--- src/rtl/audio_pkg.sv ---
// Shared definitions for the two-voice audio note scheduler.
package audio_pkg;

  localparam int unsigned FREQ_BITS = 5;
  localparam logic [FREQ_BITS-1:0] FREQ_SILENT = '0;

  typedef enum logic [1:0] {
    IDLE = 2'd0,
    PLAY = 2'd1,
    GAP  = 2'd2
  } voice_state_e;

endpackage

--- src/rtl/audio_voice.sv ---
// One voice: plays a note for a number of ticks, then holds silence for the articulation gap.
module audio_voice
  import audio_pkg::*;
#(
  parameter int unsigned DUR_BITS  = 8,
  parameter int unsigned GAP_TICKS = 1
) (
  input  logic                 clock,
  input  logic                 reset,
  input  logic                 i_load,
  input  logic [FREQ_BITS-1:0] i_freq,
  input  logic [DUR_BITS-1:0]  i_dur,
  input  logic                 i_tick,
  input  logic                 i_flush,
  output logic [FREQ_BITS-1:0] o_freq,
  output logic                 o_chg,
  output logic                 o_busy
);

  localparam int unsigned GAP_W = (GAP_TICKS < 2) ? 1 : $clog2(GAP_TICKS + 1);

  voice_state_e         r_state;
  logic [DUR_BITS-1:0]  r_remain;
  logic [GAP_W-1:0]     r_gap;
  logic [FREQ_BITS-1:0] r_freq;
  logic                 r_chg;

  // r_chg flags an output change in the same edge that updates r_freq
  always_ff @(posedge clock) begin
    if (!reset) begin
      r_state  <= IDLE;
      r_remain <= '0;
      r_gap    <= '0;
      r_freq   <= FREQ_SILENT;
      r_chg    <= 1'b0;
    end else begin
      r_chg <= 1'b0;
      if (i_flush) begin
        r_state <= IDLE;
        r_freq  <= FREQ_SILENT;
        r_chg   <= (r_freq != FREQ_SILENT);
      end else begin
        case (r_state)
          IDLE: begin
            if (i_load) begin
              r_state  <= PLAY;
              r_remain <= (i_dur == '0) ? DUR_BITS'(1) : i_dur;
              r_freq   <= i_freq;
              r_chg    <= (i_freq != r_freq);
            end
          end
          PLAY: begin
            if (i_tick) begin
              if (r_remain == DUR_BITS'(1)) begin
                r_freq <= FREQ_SILENT;
                r_chg  <= (r_freq != FREQ_SILENT);
                if (GAP_TICKS > 0) begin
                  r_state <= GAP;
                  r_gap   <= GAP_W'(GAP_TICKS);
                end else begin
                  r_state <= IDLE;
                end
              end else begin
                r_remain <= r_remain - DUR_BITS'(1);
              end
            end
          end
          GAP: begin
            if (i_tick) begin
              if (r_gap == GAP_W'(1)) begin
                r_state <= IDLE;
              end else begin
                r_gap <= r_gap - GAP_W'(1);
              end
            end
          end
          default: r_state <= IDLE;
        endcase
      end
    end
  end

  assign o_freq = r_freq;
  assign o_chg  = r_chg;
  assign o_busy = (r_state != IDLE);

endmodule

--- src/rtl/audio_voice_scheduler.sv ---
// Arbitrates notes from sources A and B onto two voices; B wins, voice 1 fills first.
module audio_voice_scheduler
  import audio_pkg::*;
#(
  parameter int unsigned TICK_DIV  = 65000,
  parameter int unsigned DUR_BITS  = 8,
  parameter int unsigned GAP_TICKS = 1
) (
  input  logic                 clock,
  input  logic                 reset,
  input  logic                 req_a,
  input  logic [FREQ_BITS-1:0] freq_a,
  input  logic [DUR_BITS-1:0]  dur_a,
  output logic                 ack_a,
  input  logic                 req_b,
  input  logic [FREQ_BITS-1:0] freq_b,
  input  logic [DUR_BITS-1:0]  dur_b,
  output logic                 ack_b,
  input  logic                 flush,
  output logic [FREQ_BITS-1:0] freq_id1,
  output logic [FREQ_BITS-1:0] freq_id2,
  output logic                 new_f,
  output logic [1:0]           busy
);

  localparam int unsigned PRESC_W = $clog2(TICK_DIV);

  logic [PRESC_W-1:0]   r_presc;
  logic                 w_tick;
  logic                 w_busy1, w_busy2;
  logic                 w_chg1, w_chg2;
  logic                 w_idle1, w_idle2;
  logic                 w_b_v1, w_b_v2, w_a_v1, w_a_v2;
  logic                 w_load1, w_load2;
  logic [FREQ_BITS-1:0] w_freq1, w_freq2;
  logic [DUR_BITS-1:0]  w_dur1, w_dur2;

  // Free-running tick prescaler; flush leaves it alone
  always_ff @(posedge clock) begin
    if (!reset) begin
      r_presc <= '0;
    end else if (w_tick) begin
      r_presc <= '0;
    end else begin
      r_presc <= r_presc + PRESC_W'(1);
    end
  end

  assign w_tick = (r_presc == PRESC_W'(TICK_DIV - 1));

  // Grant from registered voice state only; a voice finishing this edge is not yet free
  always_comb begin
    w_idle1 = !w_busy1 && !flush;
    w_idle2 = !w_busy2 && !flush;
    w_b_v1  = req_b && w_idle1;
    w_b_v2  = req_b && !w_idle1 && w_idle2;
    w_a_v1  = req_a && w_idle1 && !req_b;
    w_a_v2  = req_a && w_idle2 && !w_a_v1 && !w_b_v2;
    w_load1 = w_b_v1 || w_a_v1;
    w_load2 = w_b_v2 || w_a_v2;
    w_freq1 = w_b_v1 ? freq_b : freq_a;
    w_dur1  = w_b_v1 ? dur_b  : dur_a;
    w_freq2 = w_b_v2 ? freq_b : freq_a;
    w_dur2  = w_b_v2 ? dur_b  : dur_a;
  end

  assign ack_a = w_a_v1 || w_a_v2;
  assign ack_b = w_b_v1 || w_b_v2;

  audio_voice #(
    .DUR_BITS  (DUR_BITS),
    .GAP_TICKS (GAP_TICKS)
  ) u_voice1 (
    .clock   (clock),
    .reset   (reset),
    .i_load  (w_load1),
    .i_freq  (w_freq1),
    .i_dur   (w_dur1),
    .i_tick  (w_tick),
    .i_flush (flush),
    .o_freq  (freq_id1),
    .o_chg   (w_chg1),
    .o_busy  (w_busy1)
  );

  audio_voice #(
    .DUR_BITS  (DUR_BITS),
    .GAP_TICKS (GAP_TICKS)
  ) u_voice2 (
    .clock   (clock),
    .reset   (reset),
    .i_load  (w_load2),
    .i_freq  (w_freq2),
    .i_dur   (w_dur2),
    .i_tick  (w_tick),
    .i_flush (flush),
    .o_freq  (freq_id2),
    .o_chg   (w_chg2),
    .o_busy  (w_busy2)
  );

  // Both change flags are flops, so simultaneous changes merge into one pulse
  assign new_f = w_chg1 || w_chg2;
  assign busy  = {w_busy2, w_busy1};

endmodule
--- config.mk ---
export PLATFORM = sky130hd
export DESIGN_NAME = audio_voice_scheduler
export DESIGN_NICKNAME = d
export VERILOG_FILES = /design/src/rtl/audio_pkg.sv /design/src/rtl/audio_voice.sv /design/src/rtl/audio_voice_scheduler.sv
export SDC_FILE = /design/constraint.sdc
export NUM_CORES = 1
export LEC_CHECK = 0
export BUFFER_PORTS_ARGS = -buffer_cell sky130_fd_sc_hd__buf_4
export CAP_MARGIN = 15
export CORE_UTILIZATION = 58
export DETAILED_ROUTE_END_ITERATION = 8
export PLACE_DENSITY = 0.91
export SLEW_MARGIN = 20
export SYNTH_ARGS = -nofsm -noshare
export SYNTH_HDL_FRONTEND = slang
export SYNTH_SLANG_ARGS = --single-unit
--- constraint.sdc ---
create_clock -name clock -period 2.98 [get_ports clock]
set_clock_uncertainty 0.1 [all_clocks]
set_input_delay 0.596 -clock clock [delete_from_list [all_inputs] [get_ports clock]]
set_output_delay 0.596 -clock clock [all_outputs]
set_load 0.05 [all_outputs]
Yosys cells after proc, flatten, opt, wreduce, memory -nomap -nowiden
Index checks and enable logic that the tools add are counted.

cells by class
  bitwise gates (word level) = 2
  reductions and logical operators = 44
  eq/ne operators = 21
  add/subtract/negate cells = 5
  multiplexer cells = 54

operators with widths
  operator                 count
  $mux W8                  10
  $mux W5                  8
  $pmux W8 S2              2
  $reduce_and A5 Y1        6
  $mux W2                  10
  $pmux W5 S2              2
  $add A16 B1 Y16 const B  1
  $eq A16 B16 Y1 const B   1
  $eq A8 B1 Y1 const B     2
  $logic_not A8 Y1         2
  $mux W1                  16
  $ne A2 B1 Y1 const B     8
  $sub A8 B1 Y8 const B    2
  $pmux W2 S3              2
  $reduce_bool A2 Y1       6
  $logic_and A1 B1 Y1      10
  $ne A5 B5 Y1             2
  $reduce_bool A5 Y1       2
  $ne A2 B2 Y1 const B     4
  $pmux W1 S2              4
  $reduce_and A4 Y1        2
  $logic_not A1 Y1         7
  $logic_or A1 B1 Y1       5
  $eq A2 B1 Y1 const B     2
  5 further kinds          10

word-level totals
  output and inout bits = 15
  input port bits = 31
  bits in registers = 50
  logic and storage cells = 137

Longest topological paths before layout
  word-level depth = 12
  depth in mapped cells = 8
  depth with buffers taken out = 7

By module
From an unflattened synthesis, not the netlist that was laid out.

unflattened totals
  cell total of the unflattened synthesis = 392
  area, all modules = 3335.7 um^2

by module, submodules not included
  module                 instances  cells each  seq. area each (um^2)  area each (um^2)
  audio_voice            2          135         340.3                  1109.8
  audio_voice_scheduler  1          122         320.3                  1116.1

Worst setup path before layout
No wires, ideal clock.

  path kind = register -> output
  from = register u_voice2.r_state[0]
  to = output port ack_a
  slack = 0.472 ns
  data arrival time = 1.812 ns
  stages on the path, launching flop included = 6
  path through = dfxtp_1 > inv_1 > ha_1 > clkinv_1 > maj3_1 > nor2_1

on the way
  longest elaborated chain between the ends = 7
  elaborated cells on any way between the ends = 9
  those cells by class = 9 x reduce/logical

RTL lines
  item                                                            RTL line                                                  RTL
  start, declared                                                 audio_voice.sv:22                                         voice_state_e r_state;
  start signal, assigned                                          audio_voice.sv:31                                         r_state <= IDLE;
  start signal, assigned                                          audio_voice.sv:39                                         r_state <= IDLE;
  start signal, assigned                                          audio_voice.sv:46                                         r_state <= PLAY;
  $reduce_bool A2 Y1 *                                            audio_voice.sv:85                                         assign o_busy = (r_state != IDLE);
  named net u_voice2.o_busy                                       audio_voice.sv:17                                         output logic o_busy
  $logic_not A1 Y1 *                                              audio_voice_scheduler.sv:54                               w_idle2 = !w_busy2 && !flush;
  $logic_and A1 B1 Y1 *                                           audio_voice_scheduler.sv:54
  $logic_and A1 B1 Y1 (on tied branches)                          audio_voice_scheduler.sv:58, audio_voice_scheduler.sv:56
  $logic_and A1 B1 Y1 / $logic_not A1 Y1 (equally long branches)  audio_voice_scheduler.sv:58                               w_a_v2 = req_a && w_idle2 && !w_a_v1 && !w_b_v2;
  $logic_and A1 B1 Y1 *                                           audio_voice_scheduler.sv:58
  $logic_or A1 B1 Y1 *                                            audio_voice_scheduler.sv:67                               assign ack_a = w_a_v1 || w_a_v2;
  end, declared                                                   audio_voice_scheduler.sv:14                               output logic ack_a,

Mark *: on every way through the listed nets, which the timed path passes. The rest lies on a longest branch.

Worst setup path in the final report
  from = register u_voice2.r_state[0]
  to = output port ack_a

on the way
  longest elaborated chain between the ends = 7
  elaborated cells on any way between the ends = 9
  those cells by class = 9 x reduce/logical

RTL lines
  item                                                            RTL line
  $reduce_bool A2 Y1 *                                            audio_voice.sv:85
  $logic_not A1 Y1 *                                              audio_voice_scheduler.sv:54
  $logic_and A1 B1 Y1 *                                           audio_voice_scheduler.sv:54
  $logic_and A1 B1 Y1 (on tied branches)                          audio_voice_scheduler.sv:58, audio_voice_scheduler.sv:56
  $logic_and A1 B1 Y1 / $logic_not A1 Y1 (equally long branches)  audio_voice_scheduler.sv:58
  $logic_and A1 B1 Y1 *                                           audio_voice_scheduler.sv:58
  $logic_or A1 B1 Y1 *                                            audio_voice_scheduler.sv:67

Every way passes the cells marked *; elsewhere a longest branch is shown, timed or not.

==> impl_metrics.json <==
{
  "maxSlewViolCount": 0,
  "first_pass_iters": 5,
  "maxSlewHeadroom": 0.536,
  "antenna_left": 0,
  "leakage_uw": 0.00151,
  "yosysTopAreaCellShare": 0.296,
  "yosysTopAreaCell": "dfxtp_1",
  "clk_latency_ns": 0.31,
  "fin_crit_sh": 0.906,
  "numClockSinks": 50,
  "cts_buffers": 5,
  "cts_tree": "yes",
  "core_area_sq_um": 5570,
  "syn_inst": 416,
  "n_antenna_cell": 0,
  "vias_per_cell": 6.41,
  "post_cts_resized": 0,
  "synth_area_sq_um": 3390,
  "synth-seq-cells": 50,
  "multi_input_area_sq_um": 2220,
  "drive_gt1_frac": 0.182,
  "synth_most_common_cell": "dfxtp_1",
  "syn_nets": 456,
  "yosysWarnings": 0,
  "final_design_area_no_fill_sq_um": 3830,
  "grtUsageTotal": 0.288,
  "synth_top_flop_cell": "dfxtp_1",
  "finalHoldViolCount": 0,
  "ys_types": 69,
  "hold_class": "flip-flop to flip-flop",
  "setup_viol": 0,
  "finalNetCount": 490,
  "drt_wl_total_mm": 8.49,
  "die_x_um": 78.4,
  "tightest_slew_ns": 0.690,
  "pre_cts_ws_ns": 0.623,
  "worst_slack_ns": 0.281,
  "tns_ns": 0,
  "max-cap-violations": 0,
  "portBuffers": 45,
  "cts_setup_buffers": 0,
  "clock_path_buffers": 2,
  "placed_cells": 515,
  "worstSetupEndpointType": "output port",
  "hpwl_mm": 6.18,
  "avgSynthCellArea_sq_um": 8.14,
  "worstPathRequired_ns": 2.28,
  "grt_pass1_wl_mm": 14.2,
  "syn_to_final_growth_pct": 13.1,
  "place.gp.congestion": 0.935,
  "dieHeight_um": 78.4,
  "synth.area.top_cells": "dfxtp_1 (30%), mux2i_1 (7.1%), nor2_1 (4.5%)",
  "ctsRootBufferMaster": "clkbuf_8",
  "place_area_sq_um": 3730,
  "routedWlPerCell_um": 16.2,
  "power-per-cell-area_nw_per_um2": 403,
  "grt_max_degree": 32,
  "row_count": 27,
  "start_util": 0.608,
  "overflow": 0,
  "min_period_ns": 2.70,
  "postCtsHoldBufs": 0,
  "synth_common_cells": "dfxtp_1 (50), nor2_1 (41), nand2_1 (32), o21ai_0 (27), a21oi_1 (25)",
  "crit_type": "flip-flop to output port",
  "drc_errors": 0,
  "htreeDepth": 2,
  "grt_pass1_vias": 3110,
  "cp.arrival_ns": 2.00,
  "crit_path_top_delay_cell": "maj3_1",
  "fmax_ghz": 0.371,
  "synth-async-reset-ratio": 0,
  "clk_pin_slew_ns": 0.09,
  "vdd_drop_max_uv": 214,
  "fin_cells": 523,
  "synth_edf_count": 0,
  "ff_latch_area_sq_um": 1000,
  "r2r_setup_slack_ns": 0.67,
  "antenna_found_initial": 0,
  "io_pins": 46,
  "seq_area_frac_synth": 0.296,
  "critPathLaunchType": "flip-flop",
  "drtIter0Drc": 208,
  "num_vias": 3350,
  "rsz0062_at_grt": "no",
  "fillers": 444,
  "die_area_sq_um": 6150,
  "status": "completed",
  "crit_fanout": 9,
  "cp_slowest_stage_delay_ns": 0.42,
  "path_cells": "inv_1 > ha_1 > clkinv_1 > maj3_1 > nor2_1 > buf_4"
}
[power breakdown]
group | switching (uW) | internal, uW
logic | 233 | 155
registers | 31.8 | 699
clock network | 236 | 187
total | 501 | 1040
[cell families (layout without fill, tap and decap cells)]
group           after synthesis  count (layout)  synth area share
fa+ha+maj                    10              10            0.0362
flops                        50              50             0.296
compound gates              108             108             0.214
simple gates                166             166             0.279
mux                          26              26            0.0776
xor+xnor                     19              19            0.0491
buf+inv                      37              72            0.0491
[through the flow]
| step | power [uW] | utilization | hold slack [ns] |
|---|---|---|---|
| floorplan | 1020 | - | 0.330 |
| global placement | 1110 | 0.670 | 0.343 |
| detailed placement | 1120 | 0.670 | 0.355 |
| CTS | 1540 | 0.687 | 0.378 |
| global route | 1610 | 0.687 | 0.393 |
| finish | 1540 | 0.687 | 0.376 |
[worst paths after layout]
| kind | depth (start not counted) | endpoint | start |
|---|---|---|---|
| worst max-delay path | 6 | ack_a | u_voice2.r_state[0] |
| worst min-delay path | 1 | r_presc[0] | r_presc[0] |
| worst max register to register | 6 | u_voice1.r_remain[2] | r_presc[0] |
| worst min register to register | 1 | r_presc[0] | r_presc[0] |
[critical path, delay by kind of cell (launching register included)]
kind | cells | cell delay [ns]
fa+ha+maj | 2 | 0.68
buf+inv | 3 | 0.58
flops | 1 | 0.34
simple gates | 1 | 0.09
[cell type report]
class | instances | area share
inverters | 15 | 0.0147
repair buffers | 49 | 0.0960
well taps | 72 | 0.0235
clock inverters | 2 | 0.00327
clock buffers | 6 | 0.0216
multi-input cells | 329 | 0.580
flip-flops and latches | 50 | 0.261
[registers in the layout, summed over array words and instances, names as in the netlist]
register / count
u_voice2.o_chg: 1
r_presc: 16
u_voice2.r_state: 2
u_voice1.r_remain: 8
u_voice2.r_gap: 1
u_voice1.o_freq: 5
u_voice1.o_chg: 1
u_voice1.r_gap: 1
u_voice2.r_remain: 8
u_voice1.r_state: 2
u_voice2.o_freq: 5
[metal layers]
metal | vias to the layer above | GRT usage | routed length, um
met2 | 135 | 0.484 | 4080
met4 | 0 | 0.109 | 157
li1 | 1593 | - | -
met5 | - | 0 | 0
met3 | 18 | 0.0442 | 484
met1 | 1604 | 0.369 | 3770
[cell usage in the layout (no fill, tap or decap), types with 7 or more instances in the layout]
master / netlist / routed
a21oi_1: 25 / 25
a31oi_1: 9 / 9
and2_1: 7 / 7
and3_1: 7 / 7
buf_4: 5 / 49
dfxtp_1: 50 / 50
ha_1: 9 / 9
inv_1: 12 / 12
mux2i_1: 24 / 24
nand2_1: 32 / 32
nand3_1: 11 / 11
nand4_1: 9 / 9
nor2_1: 41 / 41
nor2b_1: 7 / 7
nor3_1: 7 / 7
o21ai_0: 27 / 27
xnor2_1: 9 / 9
xor2_1: 10 / 10
(Power assumes the default switching activity.)
